===== src/rtl/multdiv_seq_pkg.sv =====
// rtl/multdiv_seq_pkg.sv - shared encodings and constants for the multiply/divide unit
package multdiv_seq_pkg;

   typedef enum logic [1:0] {
      IDLE = 2'b00,
      MULT = 2'b01,
      DIV  = 2'b10,
      DONE = 2'b11
   } state_t;

   localparam logic [5:0]  MULT_ITER = 6'd16;
   localparam logic [5:0]  DIV_ITER  = 6'd32;
   localparam logic [31:0] INT_MIN   = 32'h80000000;

   // Unsigned magnitude; INT_MIN maps to 0x80000000, which still fits.
   function automatic logic [31:0] abs32(input logic [31:0] v);
      return v[31] ? (32'd0 - v) : v;
   endfunction

endpackage


===== src/rtl/multdiv_seq_booth_recode.sv =====
// rtl/multdiv_seq_booth_recode.sv - radix-4 Booth digit to addend, negation as invert plus carry-in
module booth_recode (
   input  logic [2:0]  window,
   input  logic [32:0] m,
   output logic [32:0] addend,
   output logic        cin
);

   always_comb begin
      addend = '0;
      cin    = 1'b0;
      case (window)
         3'b001, 3'b010: addend = m;
         3'b011:         addend = {m[31:0], 1'b0};
         3'b100: begin
            addend = ~{m[31:0], 1'b0};
            cin    = 1'b1;
         end
         3'b101, 3'b110: begin
            addend = ~m;
            cin    = 1'b1;
         end
         default: ;
      endcase
   end

endmodule


===== src/rtl/multdiv_seq.sv =====
// rtl/multdiv_seq.sv - multi-cycle signed multiply (radix-4 Booth) and divide (restoring)
module multdiv_seq
   import multdiv_seq_pkg::*;
(
   input  logic        clock,
   input  logic        reset,
   input  logic [31:0] data_operandA,
   input  logic [31:0] data_operandB,
   input  logic        ctrl_MULT,
   input  logic        ctrl_DIV,
   output logic [31:0] data_result,
   output logic        data_exception,
   output logic        data_resultRDY
);

   state_t      state;
   logic [5:0]  cnt;
   logic [32:0] mcand;
   logic [65:0] acc;
   logic [32:0] rem;
   logic [31:0] quo;
   logic [31:0] absb;
   logic        neg;
   logic        bzero;

   logic [32:0] booth_addend;
   logic        booth_cin;
   logic [32:0] add_a, add_b;
   logic        add_cin;
   logic [33:0] sum;
   logic [32:0] rem_sh;
   logic [65:0] acc_nx;
   logic [32:0] rem_nx;
   logic [31:0] quo_nx;
   logic [31:0] quo_fix;

   booth_recode u_booth (
      .window (acc[2:0]),
      .m      (mcand),
      .addend (booth_addend),
      .cin    (booth_cin)
   );

   assign rem_sh = {rem[31:0], quo[31]};

   // One extra sign bit keeps the rare +2^32 partial (INT_MIN times -2) exact before the shift.
   always_comb begin
      add_a   = acc[65:33];
      add_b   = booth_addend;
      add_cin = booth_cin;
      if (state == DIV) begin
         add_a   = rem_sh;
         add_b   = ~{1'b0, absb};
         add_cin = 1'b1;
      end
   end

   assign sum    = {add_a[32], add_a} + {add_b[32], add_b} + {33'd0, add_cin};
   assign acc_nx = {sum[33], sum, acc[32:2]};
   assign rem_nx = sum[33] ? rem_sh : sum[32:0];
   assign quo_nx = {quo[30:0], ~sum[33]};
   assign quo_fix = neg ? (32'd0 - quo_nx) : quo_nx;

   assign data_resultRDY = (state == DONE);

   always_ff @(posedge clock or posedge reset) begin
      if (reset) begin
         state          <= IDLE;
         cnt            <= '0;
         mcand          <= '0;
         acc            <= '0;
         rem            <= '0;
         quo            <= '0;
         absb           <= '0;
         neg            <= 1'b0;
         bzero          <= 1'b0;
         data_result    <= '0;
         data_exception <= 1'b0;
      end else if (ctrl_MULT) begin
         state <= MULT;
         cnt   <= '0;
         mcand <= {data_operandA[31], data_operandA};
         acc   <= {33'd0, data_operandB, 1'b0};
      end else if (ctrl_DIV) begin
         state <= DIV;
         cnt   <= '0;
         rem   <= '0;
         quo   <= abs32(data_operandA);
         absb  <= abs32(data_operandB);
         neg   <= data_operandA[31] ^ data_operandB[31];
         bzero <= (data_operandB == 32'd0);
      end else begin
         case (state)
            MULT: begin
               acc <= acc_nx;
               cnt <= cnt + 6'd1;
               if (cnt == MULT_ITER - 6'd1) begin
                  state          <= DONE;
                  data_result    <= acc_nx[32:1];
                  data_exception <= ~((&acc_nx[64:32]) | ~(|acc_nx[64:32]));
               end
            end
            DIV: begin
               rem <= rem_nx;
               quo <= quo_nx;
               cnt <= cnt + 6'd1;
               if (cnt == DIV_ITER - 6'd1) begin
                  state <= DONE;
                  if (bzero) begin
                     data_result    <= '0;
                     data_exception <= 1'b1;
                  end else begin
                     // A positive-signed magnitude of 2^31 only arises from INT_MIN / -1.
                     data_result    <= quo_fix;
                     data_exception <= ~neg & quo_nx[31];
                  end
               end
            end
            DONE:    state <= IDLE;
            default: state <= IDLE;
         endcase
      end
   end

endmodule


===== config.mk =====
export PLATFORM = sky130hd
export DESIGN_NAME = multdiv_seq
export DESIGN_NICKNAME = d
export VERILOG_FILES = /design/src/rtl/multdiv_seq_pkg.sv /design/src/rtl/multdiv_seq_booth_recode.sv /design/src/rtl/multdiv_seq.sv
export SDC_FILE = /design/constraint.sdc
export NUM_CORES = 1
export LEC_CHECK = 0
export CAP_MARGIN = 10
export CORE_ASPECT_RATIO = 0.75
export CORE_MARGIN = 10
export CORE_UTILIZATION = 51
export CTS_BUF_LIST = sky130_fd_sc_hd__clkbuf_2
export DETAILED_ROUTE_END_ITERATION = 12
export PLACE_DENSITY = 0.7
export SLEW_MARGIN = 20
export SYNTH_ARGS = -nofsm -noshare
export SYNTH_HDL_FRONTEND = slang
export SYNTH_SLANG_ARGS = --single-unit

===== constraint.sdc =====
create_clock -name clock -period 20.9 [get_ports clock]
set_input_delay 2.09 -clock clock [delete_from_list [all_inputs] [get_ports clock]]
set_output_delay 2.09 -clock clock [all_outputs]
set_load 0.02 [all_outputs]

Word level (Yosys, flattened, before mapping). Cells that the tools add are included.

Bits in registers: 237. Output and inout bits: 34.

Add/sub/neg operators: 6. Eq/ne operators: 16. Muxes and demuxes: 32. Bitwise operators: 12. Reduce and logical (&&, ||, !) cells: 16.

Operator list (number): 32-bit 2-to-1 mux (11); 66-bit 2-to-1 mux (3); 33-bit one-hot mux with 4 select lines (1); 1-bit by 32-bit subtractor with 32-bit output, first input constant (3); 33-bit 2-to-1 mux (2); 33-bit NOT (2); 32-bit one-hot mux with 2 select lines (1); 33-bit by 33-bit adder with 34-bit output (1); 34-bit by 1-bit adder with 34-bit output (1); 32-bit NOT with 33-bit output (1); 33-bit AND reduction (1); 33-bit OR reduction (1); 32-bit logical NOT (1); 6-bit 2-to-1 mux (3); 3-bit == test, second input constant (3); 2-bit 2-to-1 mux (4); 2-bit AND reduction (4); 6-bit by 1-bit adder with 6-bit output, second input constant (1); 3-bit by 2-bit == test with 1-bit output, second input constant (2); 6-bit by 4-bit == test with 1-bit output, second input constant (1); 6-bit by 5-bit == test with 1-bit output, second input constant (1); 1-bit NOT (6); 2-bit nonzero test (3); 2-bit OR reduction (3); other kinds (16) (22).

Logic depth before layout (Yosys ltp). Gate-level depths: netlist of the first run.

Depth after elaboration: 12. Depth in mapped cells: 23.

Cells and area by module. From an unflattened synthesis of the first run, not the netlist that was laid out.

Cells, all modules: 1769. Area total of the unflattened synthesis: 15776.4 um^2.

Modules (own cells, without submodules): multdiv_seq (times used 1, cells each 1641, area an instance 14547.7 um^2); booth_recode (times used 1, cells each 128, area an instance 1228.7 um^2).

Worst setup path before layout of the first run. No wires, ideal clock.

Path kind: input port to flip-flop. Start: input data_operandB[12]. End: register absb[28]. Setup time: 0.130 ns. Data arrival time: 4.755 ns. Required time: 20.770 ns. Setup slack: 16.015 ns. Stages on the path: 9. Cell sequence: or4_4 -> or4_1 -> or2_4 -> or4_4 -> or4_4 -> buf_6 -> o41ai_4 -> xor2_1 -> o21ai_1.

Word-level cells in the longest chain between the ends: 2.

Ends and longest elaborated chain: start: declaration (line multdiv_seq.sv:8) `input logic [31:0] data_operandB,`; 1-bit by 32-bit subtractor with 32-bit output (line multdiv_seq_pkg.sv:17) `return v[31] ? (32'd0 - v) : v;`; 32-bit 2-to-1 mux (line multdiv_seq_pkg.sv:17); end signal: assignment (line multdiv_seq.sv:89) `absb <= abs32(data_operandB);`; end: declaration (line multdiv_seq.sv:22) `logic [31:0] absb;`.

No other way between the ends. A chain may end at the register's enable or synchronous reset.

Worst setup path in the final report of the first run.
Start: register acc[2]. End: register data_result[28].

Word-level cells in the longest chain between the ends: 12. Elaborated cells between the ends (all ways): 21.

Ends and longest elaborated chain: start: declaration (line multdiv_seq.sv:19) `logic [65:0] acc;`; start signal: assignment (line multdiv_seq.sv:83) `acc <= {33'd0, data_operandB, 1'b0};`; start signal: assignment (line multdiv_seq.sv:95) `acc <= acc_nx;`; 3-bit == test, or another cell as far along (line multdiv_seq_booth_recode.sv:12) `case (window)`; 2-bit OR reduction, on equally long branches; 33-bit one-hot mux with 4 select lines (line multdiv_seq_booth_recode.sv:12); 33-bit 2-to-1 mux (line multdiv_seq.sv:51) `if (state == DIV) begin`; 33-bit by 33-bit adder with 34-bit output (line multdiv_seq.sv:58) `assign sum = {add_a[32], add_a} + {add_b[32], add_b} + {33'd0, add_cin};`; 34-bit by 1-bit adder with 34-bit output (*) (line multdiv_seq.sv:58); 1-bit NOT (*) (line multdiv_seq.sv:61) `assign quo_nx = {quo[30:0], ~sum[33]};`; 1-bit by 32-bit subtractor with 32-bit output (*) (line multdiv_seq.sv:62) `assign quo_fix = neg ? (32'd0 - quo_nx) : quo_nx;`; 32-bit 2-to-1 mux (*) (line multdiv_seq.sv:62); 32-bit 2-to-1 mux (*) (line multdiv_seq.sv:109) `if (bzero) begin`; 32-bit 2-to-1 mux (*) (line multdiv_seq.sv:107) `if (cnt == DIV_ITER - 6'd1) begin`; 32-bit one-hot mux with 2 select lines (*) (line multdiv_seq.sv:93) `case (state)`; end signal: assignment (line multdiv_seq.sv:99) `data_result <= acc_nx[32:1];`; end signal: assignment (line multdiv_seq.sv:114) `data_result <= quo_fix;`; end: declaration (line multdiv_seq.sv:11) `output logic [31:0] data_result,`.

Mark *: on every way between the ends. The rest lies on a longest branch, timed or not. The select of a mux whose other input is x is not followed.

==> results of run 1 <==
==> kinds of logic after synthesis <==
logic type	Yosys count
AND/OR/NAND/NOR	502
buffers and inverters	147
XOR/XNOR	147
multiplexers	132
flip-flops	236
AO/OA/AOI/OAI	549
adder cells (fa/ha/maj)	41
==> critical path: stages, from the launching register on <==
cell       delay [ps]
dfrtp_2           800
nand2_1           950
nor2_1             70
a2111oi_0         580
a21oi_1           110
ha_1              430
nand2_1            80
o31ai_1           650
a22oi_1           240
a21oi_1           450
a21o_1            190
a41o_2            210
clkinv_1          330
ha_1              410
nand4_1           210
or2_2             200
o31ai_1           100
xnor2_1           200
a22oi_1           150
o21ai_0            90
==> worst max-delay path by stage <==
stage	end	slack, ps	cells after the start
after floorplan	absb[0]$_DFFE_PP0P_	12340	1
after global placement	data_result[26]$_DFFE_PP0P_	14580	19
after detailed placement	data_result[26]$_DFFE_PP0P_	14510	19
after CTS	data_result[26]$_DFFE_PP0P_	14470	19
after global routing	data_result[28]$_DFFE_PP0P_	13790	19
final	data_result[28]$_DFFE_PP0P_	14290	19
==> state kept, by name (all words and copies together) (netlist names) <==
register        cells
absb               32
rem                32
neg                 1
state               2
quo                32
data_result        32
mcand              32
bzero               1
cnt                 6
data_exception      1
acc                65
==> layout make-up <==
cell class                 instances  area, um^2
antenna                            1       2.502
clock buffer                      81       405.4
clock inverter                    18       68.82
fill                            2701       12340
inverter                          32       127.6
multi-input combinational       1371        8934
sequential                       236        5907
tap                              392       490.5
timing repair buffer             116        1111
==> power by group through the flow <==
| stage | Clock [mW] | Combinational (mW) | Sequential (mW) |
|---|---|---|---|
| final | 0.306 | 0.661 | 0.630 |
| after global routing | 0.336 | 0.719 | 0.638 |
| after global placement | 0 | 0.643 | 0.632 |
| after floorplan | 0 | 0.401 | 0.627 |
| after detailed placement | 0 | 0.650 | 0.633 |
| after CTS | 0.313 | 0.653 | 0.624 |
==> per-layer routing <==
layer | GRT usage | up-vias | wire length (um)
met2 | 0.3728 | 688 | 20970
met4 | 0.07457 | 2 | 1043
met3 | 0.08168 | 84 | 5906
met1 | 0.3943 | 6873 | 23480
li1 | - | 6476 | -
met5 | 0.009321 | - | 42
==> synth_stat cells, drive strengths merged, types with 5 or more instances <==
library cell / n
xnor2: 66
nor3b: 17
nor2: 95
a22o: 25
o21bai: 9
buf: 23
dfrtp: 236
nor2b: 5
nand4: 13
nor3: 19
a21o: 10
or4: 15
nand2: 263
o21ai: 248
mux2: 64
mux2i: 68
nand2b: 13
a22oi: 18
a221oi: 5
o211ai: 7
or3: 15
a2111oi: 15
a21oi: 96
o41ai: 16
o31ai: 27
nor4: 10
inv: 30
xor2: 81
clkbuf: 92
o22ai: 19
a211oi: 24
nand3: 16
ha: 39
==> metrics by stage <==
step / total power [mW] / util / instances
2_1_floorplan: 1.028 / - / 1754
3_3_place_gp: 1.275 / 0.5635 / 2147
3_5_place_dp: 1.283 / 0.5635 / 2147
4_1_cts: 1.591 / 0.5797 / 2246
5_1_grt: 1.693 / 0.5800 / 2247
6_report: 1.597 / 0.5800 / 2247
==> impl_metrics.csv, run 1 <==
group,metric,value,unit
global_route,grt_pass1_wl,79060,um
floorplanning,io_pins,102,
cts,cts_setup_buffers,0,
global_route,grt_pass1_vias,13410,
timing,period_minus_slack,6606,ps
global_route,grt_usage,0.2696,
hold_path,hold_depth,2,
floorplanning,rows,54,
routing,detailroute.via_count,14120,
routing,wl,51440,um
routing,drc,0,
floorplanning,start_util,0.5223,
timing,drv_slew,0,
synthesis,yosys-top-cells-area,"dfrtp_1 38%, o21ai_0 8.0%, nand2_1 6.4%",
synthesis,ys_seq_elements,236,
floorplanning,die_h,170.2,um
timing,rsz0062_at_grt,"no",
global_route,overflow,0,
synthesis,synth_compound_gate_area_share,0.2195,
flow_run,maxCapViolations,0,
synthesis,synth-seq-area-share,0.3847,
power,power_frac_clock,0.192,
synthesis,async_flop_share,1.000,
floorplanning,core,29390,um^2
critical_path,worst-setup-path-type,"flip-flop to flip-flop",
synthesis,synthAdderAreaFrac,0.03440,
placement,dp_hpwl,37560,um
placement,dpl_worst_slack,14510,ps
critical_path,r2r_end,"data_result[28]$_DFFE_PP0P_",
synthesis,synth_mux_area_frac,0.09129,
cts,cts_sinks,236,
final_layout,nets,1924,
synthesis,yosys.area_share.simple,0.1491,
cts,cts_tree,"done",
critical_path,reg2reg_setup_slack,14290,ps
synthesis,synth_top_area_frac,0.3847,
final_layout,fin_area,17050,um^2
critical_path,required,21750,ps
cts,clk_path_buf_depth,3,
critical_path,worstPathMaxFanout,38,
cts,hold_buffers,0,
routing,viasPerCell,6.285,
hold_path,hp-class,"flip-flop to flip-flop",
synthesis,yosys_warnings,0,
synthesis,syn_area,15350,um^2
critical_path,end_kind,"flip-flop",
cts,cts_root_buffer,"clkbuf_2",
power,max-vdd-ir-drop,0.00005206,V
placement,port_buffers,101,
synthesis,ys.flop_type,"dfrtp_1",
critical_path,r2r-start,"acc[2]$_DFFE_PP0P_",
critical_path,r2r_cells,19,
floorplanning,die_w,220.3,um
power,leakagePower,7.394,nW
critical_path,cp-startpoint,"acc[2]$_DFFE_PP0P_",
placement,gp_congestion,0.9722,
cts,clk_latency,980,ps
global_route,antenna_found_initial,2,
global_route,grt_max_degree,98,
cts,numCtsBuffers,58,
synthesis,post_synth_num_cell_types,68,
routing,initialDrtViolationCount,1685,
timing,holdWs,489.1,ps
power,power.share.switching,0.4369,
timing,tightest_slew,1083,ps
synthesis,yosys.area.top_type,"dfrtp_1",
routing,dr.pass1.iters,5,
timing,postLayoutSetupSlackWorst,14290,ps
timing,hold_viol_final,0,
synthesis,synth_fp_nets,1863,
final_layout,syn2layout_area_growth,11.05,%
cts,cts_htree_levels,2,
routing,wl_per_cell,22.89,um
timing,fmax,151.4,MHz
power,sequentialPowerShare,0.395,
synthesis,synth_top_family_by_area,"compound AO/OA/AOI/OAI gates",
cts,cts_resized,0,
timing,relSlewSlack,0.2778,
timing,setup_viol,0,
timing,finalSetupTns,0,ps
floorplanning,dieArea,37510,um^2
timing,clock_skew,58.49,ps
hold_path,hold_path_end,"data_result[8]$_DFFE_PP0P_",
synthesis,syn_inst,1754,
power,combPwrFrac,0.414,
timing,fin_crit_sh,0.3161,
routing,postRouteAntennaNets,0,
synthesis,synth-edff-count,0,
outcome,status,"completed",
hold_path,hold_start,"data_result[8]$_DFFE_PP0P_",
synthesis,postSynthAreaPerCell,8.751,um^2
power,switchingPower,697.7,uW
power,p_int,899.3,uW
placement,place_area,16560,um^2
power,power_density,93.68,nW/um^2
critical_path,startpoint_type,"flip-flop",
critical_path,cp.arrival,7450,ps
final_layout,final_common_cell,"nand2_1",
cts,clk_pin_slew,130,ps
final_layout,final_cell_mix,"260 x nand2_1, 244 x o21ai_0, 235 x dfrtp_1",
synthesis,synthXorXnorAreaFrac,0.08388,
final_layout,post_route_cells_drive_above_1_share,0.1025,
(Power assumes the default switching activity.)
==> run 2: changes to the inputs <==
- PLACE_DENSITY: 0.7 -> 0.73
- clock period: 20.9 -> 5.7 ns (I/O delays scaled with it)
==> run 2 against run 1 <==
Net effect: register-to-register slack lost 14000 ps; critical path depth is 1 lower; clock power increased to 3.7 times the previous value; total power increased to 3.7 times the previous value; maximum frequency increased by 19%; combinational power rose to 3.9 times the previous value; core utilization grew 0.90 points; final cell count is 1.1% higher; critical path type unchanged; critical endpoint is now data_exception$_DFFE_PP0P_; highest routed layer is now met4.
==> impl_metrics.csv, run 2 (same netlist as run 1, synthesis figures left out) <==
group,metric,value,unit
routing,wl_per_cell,22.68,um
power,power_density,344.5,nW/um^2
routing,postRouteAntennaNets,0,
final_layout,post_route_cells_drive_above_1_share,0.1145,
floorplanning,dieArea,37510,um^2
cts,cts_sinks,236,
power,leakagePower,7.539,nW
timing,tightest_slew,1038,ps
final_layout,final_common_cell,"nand2_1",
critical_path,cp-startpoint,"acc[1]$_DFFE_PP0P_",
power,max-vdd-ir-drop,0.0001790,V
timing,drv_slew,0,
cts,cts_setup_buffers,0,
cts,cts_htree_levels,2,
cts,clk_pin_slew,110,ps
cts,clk_latency,1000,ps
cts,numCtsBuffers,59,
floorplanning,io_pins,102,
critical_path,r2r-start,"acc[1]$_DFFE_PP0P_",
global_route,grt_pass1_vias,13200,
routing,detailroute.via_count,14210,
placement,port_buffers,101,
routing,viasPerCell,6.258,
global_route,antenna_found_initial,1,
global_route,grt_max_degree,158,
floorplanning,core,29390,um^2
floorplanning,die_h,170.2,um
outcome,status,"completed",
placement,place_area,16740,um^2
final_layout,largest-register,"acc",
cts,cts_tree,"done",
timing,period_minus_slack,5568,ps
critical_path,worstPathMaxFanout,28,
floorplanning,die_w,220.3,um
timing,hold_viol_final,0,
critical_path,cp.arrival,6340,ps
cts,cts_root_buffer,"clkbuf_2",
hold_path,hold_start,"data_operandB[8]",
final_layout,syn2layout_area_growth,12.77,%
critical_path,startpoint_type,"flip-flop",
flow_run,maxCapViolations,0,
floorplanning,start_util,0.5223,
timing,clock_skew,111.1,ps
routing,drc,0,
critical_path,end_kind,"flip-flop",
critical_path,required,6470,ps
final_layout,nets,1949,
timing,fmax,179.6,MHz
global_route,grt_pass1_wl,79380,um
placement,gp_congestion,0.9757,
final_layout,largest_register_ffs,65,
routing,dr.pass1.iters,6,
placement,dp_hpwl,38500,um
final_layout,fin_area,17310,um^2
cts,clk_path_buf_depth,3,
routing,initialDrtViolationCount,1804,
routing,wl,51510,um
global_route,grt_usage,0.2705,
timing,fin_crit_sh,0.9768,
floorplanning,rows,54,
critical_path,worst-setup-path-type,"flip-flop to flip-flop",
final_layout,fillCellCount,2673,
hold_path,hp-class,"input port to flip-flop",
global_route,overflow,0,
timing,setup_viol,0,
final_layout,utilization,0.5890,
final_layout,final_cell_mix,"261 x nand2_1, 243 x o21ai_0, 235 x dfrtp_1",
timing,relSlewSlack,0.3055,
==> run 2: cell types whose count changed in the layout (fill, tap and decap cells not counted), moves of 2 or more <==
cell,previous run,this run
buf_4,16,35
a2111oi_0,15,6
a2111oi_1,0,5
a2111oi_2,0,4
clkbuf_2,81,77
clkinv_2,1,5
dlygate4sd3_1,0,3
buf_12,0,2
clkinv_1,18,16
clkinv_4,0,2
xnor2_1,65,63
xnor2_2,1,3
==> run 2: area by class of cell <==
| class | count | area, um^2 | area share |
|---|---|---|---|
| multi-input combinational | 1371 | 8975 | 0.5185 |
| sequential | 236 | 5907 | 0.3412 |
| timing repair buffer | 140 | 1329 | 0.07676 |
| tap | 392 | 490.5 | 0.02833 |
| clock buffer | 77 | 385.4 | 0.02226 |
| inverter | 32 | 123.9 | 0.007156 |
| clock inverter | 21 | 95.09 | 0.005493 |
| antenna | 2 | 5.005 | 0.0002891 |
==> run 2: power by group <==
part | internal (mW) | total, mW | switching (mW)
logic | 1.02 | 2.57 | 1.56
clock network | 0.374 | 1.12 | 0.747
registers | 1.96 | 2.27 | 0.312
==> run 2: routing by layer <==
layer	wire [um]	GRT usage	up-vias
li1	-	-	6517
met1	24560	0.4210	6924
met2	20420	0.3571	705
met3	5664	0.07140	66
met4	867	0.06358	0
met5	0	0	-
==> run 2: per-stage QoR <==
stage / hold slack [ps] / worst slack, ps / total power [mW] / TNS [ps] / cells
CTS: 210.6 / 35.11 / 5.919 / 0 / 2269
detailed placement: 469.8 / 118.6 / 4.792 / 0 / 2168
finish: 254.4 / 132.2 / 5.964 / 0 / 2271
floorplan: 444.7 / 888.4 / 3.769 / 0 / 1754
global placement: 463.5 / 237.2 / 4.766 / 0 / 2168
global route: 239.3 / -62.88 / 6.301 / -100.3 / 2271
==> run 2: worst paths after layout <==
kind                                               endpoint  slack, ps  depth (start not counted)
worst max-delay path             data_exception$_DFFE_PP0P_        130                         18
max in group asynchronous               acc[58]$_DFFE_PP0P_       3940                          4
worst min register to register  data_result[14]$_DFFE_PP0P_        490                          2
min in group asynchronous               acc[13]$_DFFE_PP0P_        470                          3
worst min-delay path                     acc[9]$_DFFE_PP0P_        250                          3
worst max register to register   data_exception$_DFFE_PP0P_        130                         18
==> run 2: critical path: stages, from the launching register on <==
cell	delay [ps]
dfrtp_1	490
nor2_1	120
nand2_1	140
buf_4	330
nor2_1	80
a2111oi_1	630
a21oi_1	130
ha_1	470
nand2_1	170
o21ai_0	230
o211a_1	300
o21ai_0	190
a2111oi_0	500
a311oi_1	80
buf_4	180
or4b_1	460
or4_1	520
nor4_1	250
a211oi_1	80
==> run 2: repair_timing <==
action                                  in CTS  in global routing
endpoints found under the setup margin       0                 15
hold endpoints to repair                    18                  0
resized for setup                            0                 17
hold buffers                                 3                  0
==> run 3: changes to the inputs <==
- PLACE_DENSITY: 0.73 -> 0.7
- RECOVER_POWER: default -> 25
- TNS_END_PERCENT: default -> 100
- clock period: 5.7 -> 7 ns (I/O delays scaled with it)
==> run 3 against run 2 <==
Net effect: largest power group unchanged; sequential share of layout area grew 0.52 points; combinational power shrank 23%; highest routed layer is now met5; routed wire length grew 1.0%; clock skew shrank 8.6 ps; the flow now finishes with violations (max-capacitance violations, max-slew violations); setup slack gained 510 ps; largest cell class unchanged.
==> impl_metrics.csv, run 3 (same netlist as run 1, synthesis figures left out) <==
group,metric,value,unit
cts,cts_root_buffer,"clkbuf_2",
routing,met1Wirelength,24320,um
floorplanning,rows,54,
final_layout,syn2layout_area_growth,11.07,%
timing,finalSetupTns,0,ps
final_layout,largest_register_ffs,65,
global_route,grt_usage,0.2756,
cts,cts_resized,0,
global_route,grt_max_degree,165,
routing,detailroute.via_count,14160,
timing,hold_viol_final,0,
critical_path,cp.arrival,7140,ps
power,max-vdd-ir-drop,0.0001617,V
floorplanning,die_h,170.2,um
placement,place_area,16590,um^2
routing,routed.top_layer,"met5",
timing,tightest_slew,4182,ps
final_layout,final_common_cell,"nand2_1",
floorplanning,io_pins,102,
cts,clk_path_buf_depth,3,
cts,clk_pin_slew,100,ps
routing,dr.pass1.iters,6,
timing,fin_crit_sh,0.9082,
cts,cts_setup_buffers,0,
final_layout,post_route_cells_drive_above_1_share,0.1053,
floorplanning,die_w,220.3,um
critical_path,startpoint_type,"flip-flop",
routing,viasPerCell,6.306,
cts,cts_htree_levels,2,
timing,fmax,157.3,MHz
power,leakagePower,7.403,nW
cts,hold_buffers,0,
timing,relSlewSlack,-1.788,
global_route,grt_pass1_vias,13190,
placement,port_buffers,101,
routing,met3RoutedLength,6210,um
floorplanning,core,29390,um^2
power,power_density,280.8,nW/um^2
critical_path,required,7780,ps
critical_path,end_kind,"flip-flop",
timing,drv_slew,238,
flow_run,maxCapViolations,2,
timing,period_minus_slack,6358,ps
final_layout,nets,1928,
routing,postRouteAntennaNets,0,
cts,cts_tree,"done",
routing,initialDrtViolationCount,1600,
cts,cts_sinks,236,
final_layout,largest-register,"acc",
global_route,antenna_found_initial,1,
floorplanning,start_util,0.5223,
final_layout,final_cell_mix,"260 x nand2_1, 244 x o21ai_0, 235 x dfrtp_1",
cts,clk_latency,960,ps
outcome,violations,"max-capacitance violations, max-slew violations",
routing,wl,52040,um
routing,routed-wl-met2,20520,um
final_layout,fin_area,17050,um^2
hold_path,hp-class,"input port to flip-flop",
floorplanning,dieArea,37510,um^2
global_route,overflow,0,
global_route,grt_pass1_wl,80260,um
critical_path,worst-setup-path-type,"flip-flop to flip-flop",
routing,wl_per_cell,23.18,um
placement,dp_hpwl,38470,um
critical_path,worstPathMaxFanout,24,
timing,clock_skew,102.5,ps
timing,rsz0062_at_grt,"no",
cts,numCtsBuffers,60,
routing,drc,0,
timing,setup_viol,0,
outcome,status,"finished with violations",
placement,gp_congestion,0.9834,
## run 3: cell types whose count changed in the layout (fill, tap and decap cells not counted), sizes merged
cell	change
dlygate4sd3	-2
clkbuf	+11
clkinv	-14
diode	-1
clkdlybuf4s50	-1
inv	+2
buf	-21
## run 3: through the flow
step	worst slack (ps)	hold slack, ps	total power, mW	util	cells
CTS	621.0	18.03	4.765	0.5802	2244
global route	261.6	63.02	5.073	0.5801	2245
global placement	921.7	459.4	3.839	0.5643	2149
detailed placement	719.2	471.0	3.859	0.5644	2149
floorplan	2188	444.7	3.069	-	1754
finish	642.4	111.1	4.788	0.5801	2245
## run 3: worst paths after layout
path	from	to	slack [ps]	depth (start not counted)
max in group asynchronous	reset	acc[2]$_DFFE_PP0P_	2480	3
worst max register to register	acc[2]$_DFFE_PP0P_	data_result[26]$_DFFE_PP0P_	640	19
min in group asynchronous	reset	data_result[0]$_DFFE_PP0P_	1820	3
worst min register to register	acc[39]$_DFFE_PP0P_	acc[39]$_DFFE_PP0P_	490	2
worst min-delay path	ctrl_MULT	state[1]$_DFFE_PP0P_	110	2
worst max-delay path	acc[2]$_DFFE_PP0P_	data_result[26]$_DFFE_PP0P_	640	19
## run 3: worst max-delay path, stage by stage (launching register included)
cell and delay (ps):
dfrtp_2 640, nand2_1 510, nor2_1 80, a2111oi_1 710, a21oi_1 120, ha_1 380, nor2_1 80, o31ai_1 680
a22oi_1 240, a21oi_1 430, a21o_1 180, a41o_2 320, clkinv_1 380, ha_1 400, nand4_1 240, or2_2 200
o41ai_1 80, xnor2_1 240, a22oi_1 90, o21ai_0 190
## run 3: routing by layer
layer	up-vias	track usage
li1	6499	-
met1	6850	0.4176
met2	719	0.3653
met3	87	0.09125
met4	2	0.05764
met5	-	0.01864
## run 3: layout make-up
| class | count | area [um^2] |
|---|---|---|
| Clock buffer | 86 | 430.4 |
| Sequential cell | 236 | 5907 |
| Fill cell | 2730 | 12340 |
| Multi-Input combinational cell | 1371 | 8936 |
| Tap cell | 392 | 490.5 |
| Clock inverter | 9 | 33.78 |
| Inverter | 32 | 123.9 |
| Timing Repair Buffer | 118 | 1125 |
| Antenna cell | 1 | 2.502 |
## run 3: power breakdown
part / leakage [nW] / internal [mW] / switching (mW)
Sequential: 3.01 / 1.59 / 0.308
Clock: 0.377 / 0.321 / 0.581
Combinational: 4.02 / 0.787 / 1.20
